===== src/rtl/slow_clk_monitor.sv =====
// slow_clk_monitor
// Brings a slow divider-generated square wave into the clk_in domain,
// produces single-cycle edge strobes, measures the rise-to-rise period
// and reports lock / loss status for use as safe clock enables.
module slow_clk_monitor #(
    parameter int CNT_W      = 32,
    parameter int EXP_PERIOD = 100000000,
    parameter int TOL        = 1000000,
    parameter int TIMEOUT    = 150000000,
    parameter int LOCK_CNT   = 2
) (
    input  logic             clk_in,
    input  logic             rst,
    input  logic             slow_in,
    output logic             rise_pulse,
    output logic             fall_pulse,
    output logic [CNT_W-1:0] period,
    output logic             period_valid,
    output logic             locked,
    output logic             lost
);

    localparam logic [1:0] ST_IDLE    = 2'd0;
    localparam logic [1:0] ST_MEASURE = 2'd1;
    localparam logic [1:0] ST_LOST    = 2'd2;

    localparam int GOOD_W = (LOCK_CNT < 2) ? 1 : $clog2(LOCK_CNT + 1);

    localparam logic [CNT_W-1:0]  TIMEOUT_V = CNT_W'(TIMEOUT);
    localparam logic [CNT_W-1:0]  PER_MIN   = CNT_W'(EXP_PERIOD - TOL);
    localparam logic [CNT_W-1:0]  PER_MAX   = CNT_W'(EXP_PERIOD + TOL);
    localparam logic [GOOD_W-1:0] GOOD_MAX  = GOOD_W'(LOCK_CNT);

    logic              s1, s2, s3;
    logic [CNT_W-1:0]  cnt;
    logic [GOOD_W-1:0] good_cnt;
    logic [GOOD_W-1:0] good_inc;
    logic [1:0]        state;
    logic              rise_det;
    logic              fall_det;
    logic              at_timeout;
    logic              in_tol;

    assign rise_det   = s2 & ~s3;
    assign fall_det   = ~s2 & s3;
    assign at_timeout = (cnt == TIMEOUT_V);
    assign in_tol     = (cnt >= PER_MIN) && (cnt <= PER_MAX);
    assign good_inc   = (good_cnt == GOOD_MAX) ? GOOD_MAX : good_cnt + GOOD_W'(1);

    // Synchronizer chain and registered edge strobes.
    // NOTE: sequential state uses non-blocking assignments so every flop
    // samples the pre-edge value of its neighbour; blocking here would
    // collapse the three-stage chain into a single wire.
    always_ff @(posedge clk_in) begin
        if (rst) begin
            s1         <= 1'b0;
            s2         <= 1'b0;
            s3         <= 1'b0;
            rise_pulse <= 1'b0;
            fall_pulse <= 1'b0;
        end else begin
            s1         <= slow_in;
            s2         <= s1;
            s3         <= s2;
            rise_pulse <= rise_det;
            fall_pulse <= fall_det;
        end
    end

    // Cycle counter: restarts at 1 on every rise, otherwise saturates at TIMEOUT.
    always_ff @(posedge clk_in) begin
        if (rst) begin
            cnt <= '0;
        end else if (rise_det) begin
            cnt <= CNT_W'(1);
        end else if (!at_timeout) begin
            cnt <= cnt + CNT_W'(1);
        end
    end

    // Lock/loss FSM with period capture; a rise always beats a timeout.
    always_ff @(posedge clk_in) begin
        if (rst) begin
            state        <= ST_IDLE;
            good_cnt     <= '0;
            period       <= '0;
            period_valid <= 1'b0;
            locked       <= 1'b0;
            lost         <= 1'b0;
        end else begin
            period_valid <= 1'b0;
            case (state)
                ST_IDLE: begin
                    if (rise_det) begin
                        state <= ST_MEASURE;
                    end else if (at_timeout) begin
                        state <= ST_LOST;
                        lost  <= 1'b1;
                    end
                end
                ST_MEASURE: begin
                    if (rise_det) begin
                        period       <= cnt;
                        period_valid <= 1'b1;
                        if (in_tol) begin
                            good_cnt <= good_inc;
                            if (good_inc == GOOD_MAX) begin
                                locked <= 1'b1;
                            end
                        end else begin
                            good_cnt <= '0;
                            locked   <= 1'b0;
                        end
                    end else if (at_timeout) begin
                        state    <= ST_LOST;
                        lost     <= 1'b1;
                        locked   <= 1'b0;
                        good_cnt <= '0;
                    end
                end
                ST_LOST: begin
                    if (rise_det) begin
                        state <= ST_MEASURE;
                        lost  <= 1'b0;
                    end
                end
                // NOTE: the default arm recovers the unused encoding so the
                // state register can never stick in an undefined value.
                default: begin
                    state <= ST_IDLE;
                end
            endcase
        end
    end

endmodule


===== config.mk =====
export PLATFORM = sky130hd
export DESIGN_NAME = slow_clk_monitor
export DESIGN_NICKNAME = d
export VERILOG_FILES = /design/src/rtl/slow_clk_monitor.sv
export SDC_FILE = /design/constraint.sdc
export NUM_CORES = 1
export LEC_CHECK = 0
export ABC_AREA = 1
export CAP_MARGIN = 30
export CORE_MARGIN = 4
export CORE_UTILIZATION = 56
export DETAILED_ROUTE_END_ITERATION = 6
export PLACE_DENSITY = 0.79
export SLEW_MARGIN = 20
export SYNTH_ARGS = -nofsm -noshare
export SYNTH_HDL_FRONTEND = slang
export SYNTH_SLANG_ARGS = --single-unit
export TNS_END_PERCENT = 5

===== constraint.sdc =====
create_clock -name clk_in -period 2 [get_ports clk_in]
set_input_delay 0.5 -clock clk_in [delete_from_list [all_inputs] [get_ports clk_in]]
set_output_delay 0.5 -clock clk_in [all_outputs]
set_load 0.02 [all_outputs]

# After elaboration in Yosys (flattened, before gate mapping)
# Cells that the tools add are included.
# totals
mem_count	0
ramBits	0
word_cells	65
mem_bits_ro	0
regBits	76
latchBits	0
# classes
n_reduce_logical	12
eq_ne	11
div_mod_pow	0
add_sub_neg	2
multipliers	0
n_mux	20
bitwise	5
n_shift	0
n_lt_le_gt_ge	2
# ops
op	count
adder 32 x 1 -> 32 bit, second input constant	1
== test 32 x 28 -> 1 bit, second input constant	1
greater-or-equal comparator 32 x 27 -> 1 bit, second input constant	1
<= comparator 32 x 27 -> 1 bit, second input constant	1
2-to-1 mux 2 bit	8
2-to-1 mux 1 bit	10
!= test 2 bit, second input constant	4
== test 2 bit, second input constant	3
case mux 2 bit (3 select lines)	1
AND reduction 2 bit	3
OR reduction 2 bit	3
AND reduction 4 bit	1
nonzero test 2 bit	2
!= test 3 x 2 -> 1 bit, second input constant	1
NOT 1 bit	3
AND reduction 3 bit	1
adder 2 x 1 -> 2 bit, second input constant	1
bitwise AND 1 bit	2
== test 2 x 1 -> 1 bit, second input constant	1
logical NOT 2 bit	1
!= test 2 x 1 -> 1 bit, second input constant	1
case mux 1 bit (2 select lines)	1
logical AND 1 bit	1

# Depth between registers and ports, before layout
# depth
depth_word	6
mapped_depth	12

# Worst setup path after synthesis
# Ideal clock, no wire load.
# synth_timing
path_type	register to register
from	reg cnt[0]
to	reg cnt[30]
required_ns	1.868
stages_incl_launch_ff	11
setup_slack_ns	0.534
period_less_slack_ns	1.466
arrival_time_ns	1.334
n_path_buf	0
setup_ns	0.132
path_cell_list	dfxtp_1 ha_1 nand2_1 inv_1 nand2_1 nor3_2 nand3_1 nor2_2 nand2_1 o21ai_0 a21oi_1
# synth_between
elab_chain_cells	1
word_cells_on_any_way	2
classes_between	1 x add/sub; 1 x eq/ne
# synth_lines
item	line_no	text
from (decl)	35	logic [CNT_W-1:0] cnt;
from (signal assigned)	77	cnt <= cnt + CNT_W'(1);
adder 32 x 1 -> 32 bit or == test 32 x 28 -> 1 bit (tied branches)	77, 46	
# Several ways; a longest one is shown, not always the timed one.
# A chain may end at the register's enable or synchronous reset.

# Worst setup path after layout
# layout_timing
from	reg lost
to	out lost
# layout_rtl
item	line_no	text
from (decl)	20	output logic lost
from (signal assigned)	89	lost <= 1'b0;
from (signal assigned)	98	lost <= 1'b1;
from (signal assigned)	116	lost <= 1'b1;
# No word-level cell between the ends.

==> impl_metrics.csv <==
group,metric,value,unit
setup_path,cp_slowest_stage_delay,0.62,ns
grt,grt_pass1_vias,3257,
yosys,ys_warn_count,0,
yosys,ys_types,39,
cts,clk_latency,0.36,ns
grt,grt-ovfl-total,0,
sta,final_max_slew_viol_count,0,
die,die_h,88.02,um
sta,fmax,543.0,MHz
cts,cts_setup_buffers,0,
placed_design,io_buffer_count,39,
setup_path,startpoint_type,"flip-flop",
cts,clk_pin_slew,0.08,ns
cts,clock_path_buffers,2,
routing,dr.pass1.iters,5,
placed_design,place_congestion,0.9201,
sta,final-hold-violation-count,0,
cells_and_area,drive_gt1_share,9.747,%
die,initial_utilization,59.17,%
yosys,syn_avg_cell_area,7.101,sq um
cells_and_area,fin_area,0.004309,sq mm
routing,drtIter0Drc,150,
power_and_ir_drop,internal-power,2.285,mW
yosys,netlist_area,0.003586,sq mm
power_and_ir_drop,p_seq_share,52.0,%
cells_and_area,fillerInstances,515,
power_and_ir_drop,p_sw,678.8,uW
sta,worst_slew_pin_slew,0.3729,ns
sta,tns,0,ns
cts,ctsResizeCount,0,
cts,cts_sinks,76,
sta,period_minus_slack,1.842,ns
cts,htreeDepth,3,
cts,numCtsBuffers,9,
grt,grt_pass1_wl,15420,um
setup_path,cp_num_cells,1,
cells_and_area,final_cell_mix,"nand2_1, dfxtp_1, a21oi_1",
die,die_area,0.007748,sq mm
cells_and_area,nNetsFinal,555,
cts,clockRootBuffer,"clkbuf_8",
setup_path,reg2reg_from,"cnt[18]",
power_and_ir_drop,irDropWorstVdd,0.0005793,V
setup_path,ff2ff_path_depth,7,
power_and_ir_drop,p_sw_share,22.90,%
yosys,ys_seq_elements,76,
setup_path,path_delay_family,"buffers and inverters",
worst_hold_path,hold_path_class,"flip-flop to flip-flop",
setup_path,critPathRequiredTime,1.50,ns
die,rows,28,
sta,fin_skew,0.008733,ns
cts,ctsHoldBuffers,0,
setup_path,r2r_end,"cnt[29]",
setup_path,cp_cell_sequence,"clkdlybuf4s50_1",
grt,antenna_found_initial,0,
setup_path,arrival,1.34,ns
placed_design,place_area,0.004093,sq mm
setup_path,crit_buf_inv,1,
power_and_ir_drop,leakage,1.649,nW
yosys,syn_inst,505,
setup_path,r2r_slack,0.26,ns
grt,grt_usage,25.54,%
cells_and_area,finish.utilization,71.10,%
yosys,synth_nets,511,
die,core-area,0.006061,sq mm
die,boundaryPins,40,
power_and_ir_drop,p_comb_share,4.5,%
setup_path,criticalPathCategory,"flip-flop to primary output",
run_status,run_status,"completed",
cells_and_area,stdcell_count,629,
setup_path,slowest_stage,"clkdlybuf4s50_1",
sta,whs,0.4128,ns
setup_path,critPathLaunch,"lost",
sta,setup_viol,0,
cts,cts_tree,"yes",
routing,wl_per_cell,14.62,um
sta,rsz0062_at_grt,"no",
power_and_ir_drop,power_density,687.7,mW/mm^2
placed_design,dp.cells,613,
routing,drc,0,
setup_path,endpoint_kind,"primary output",
cells_and_area,diodes,0,
placed_design,dp_hpwl,6780,um
sta,maxSlewHeadroom,75.05,%
routing,viasPerCell,5.504,
power_and_ir_drop,power_frac_clock,43.5,%
cells_and_area,final_common_cell,"nand2_1",
yosys,yosysSeqAreaShare,42.43,%
routing,dr_total_vias,3462,
routing,antenna_left,0,
die,fp.dieW,88.02,um
grt,grt_max_degree,33,
cells_and_area,syn2layout_area_growth,20.17,%
sta,fin_crit_sh,92.08,%
routing,routed_wl,9198,um
setup_path,cp_max_fo,3,
job,drv_cap,0,
setup_path,crit_path_end,"lost",
## kinds of logic (layout without fill, tap and decap cells)
kind of cell | count (synthesis) | count (layout) | share of synthesized area (%)
adders and majority gates | 3 | 3 | 1.047
AOI/OAI and AO/OA | 123 | 123 | 17.55
and+or+nand+nor | 224 | 224 | 30.25
DFF | 76 | 76 | 42.43
xor gates and xnor gates | 2 | 2 | 0.4886
buffers and inverters | 77 | 126 | 8.234
## cell type report
cell class	count	area, sq um	area share (%)
Tap cell	75	93.84	2.178
Timing Repair Buffer	48	470.5	10.92
Inverter	62	232.7	5.401
Clock inverter	6	88.84	2.062
Clock buffer	10	127.6	2.962
Sequential cell	76	1521	35.31
Multi-Input combinational cell	352	1774	41.17
## sequential cells by signal, indices dropped and copies added, names as in the netlist, 2 cells and up
register and count:
cnt 32, good_cnt 2, state 2, period 32
## per-layer routing
| layer | track usage (%) | routed length, um |
|---|---|---|
| met1 | 33.66 | 4319 |
| met2 | 42.40 | 4313 |
| met3 | 3.387 | 394 |
| met4 | 10.16 | 171 |
| met5 | 0 | 0 |
## worst min path at each step
| stage | start | end | slack (ns) | depth (start not counted) |
|---|---|---|---|---|
| final | s1 | s2 | 0.41 | 2 |
| after detailed placement | s1 | s2 | 0.40 | 2 |
| after CTS | s1 | s2 | 0.42 | 2 |
| after global routing | s1 | s2 | 0.44 | 2 |
| after floorplan | s1 | s2 | 0.39 | 2 |
| after global placement | s1 | s2 | 0.40 | 2 |
## power by group through the flow
stage	Sequential [mW]	Combinational (mW)	Clock [mW]
after global routing	1.54	0.146	1.37
after CTS	1.54	0.131	1.30
after floorplan	1.59	0.0640	0
after global placement	1.58	0.127	0
after detailed placement	1.58	0.130	0
final	1.54	0.132	1.29
## stage by stage
step / power, mW / setup WS [ns]
2_1_floorplan: 1.651 / 0.5340
3_3_place_gp: 1.704 / 0.3384
3_5_place_dp: 1.707 / 0.3029
4_1_cts: 2.977 / 0.1390
5_1_grt: 3.064 / 0.04519
6_report: 2.964 / 0.1584
## synthesized netlist by cell type, drive strengths merged
library cell	number	area, sq um
o211ai	1	7.510
nand3	21	110.1
ha	3	37.54
a211oi	1	7.510
nor3b	2	20.02
inv	62	232.7
o21a	1	7.510
nand2b	1	6.260
clkbuf	11	41.29
nand2	95	389.1
nor3	23	131.4
or2	2	12.51
o31ai	1	7.510
dfxtp	76	1521
a31oi	1	6.260
a21oi	68	340.3
nand3b	1	7.510
nand4	10	77.57
o21ai	49	245.2
o21bai	1	7.510
xor2	2	17.52
nor4	2	12.51
nor2	66	311.5
and2	1	6.260
buf	4	21.27
(Power assumes the default switching activity.)
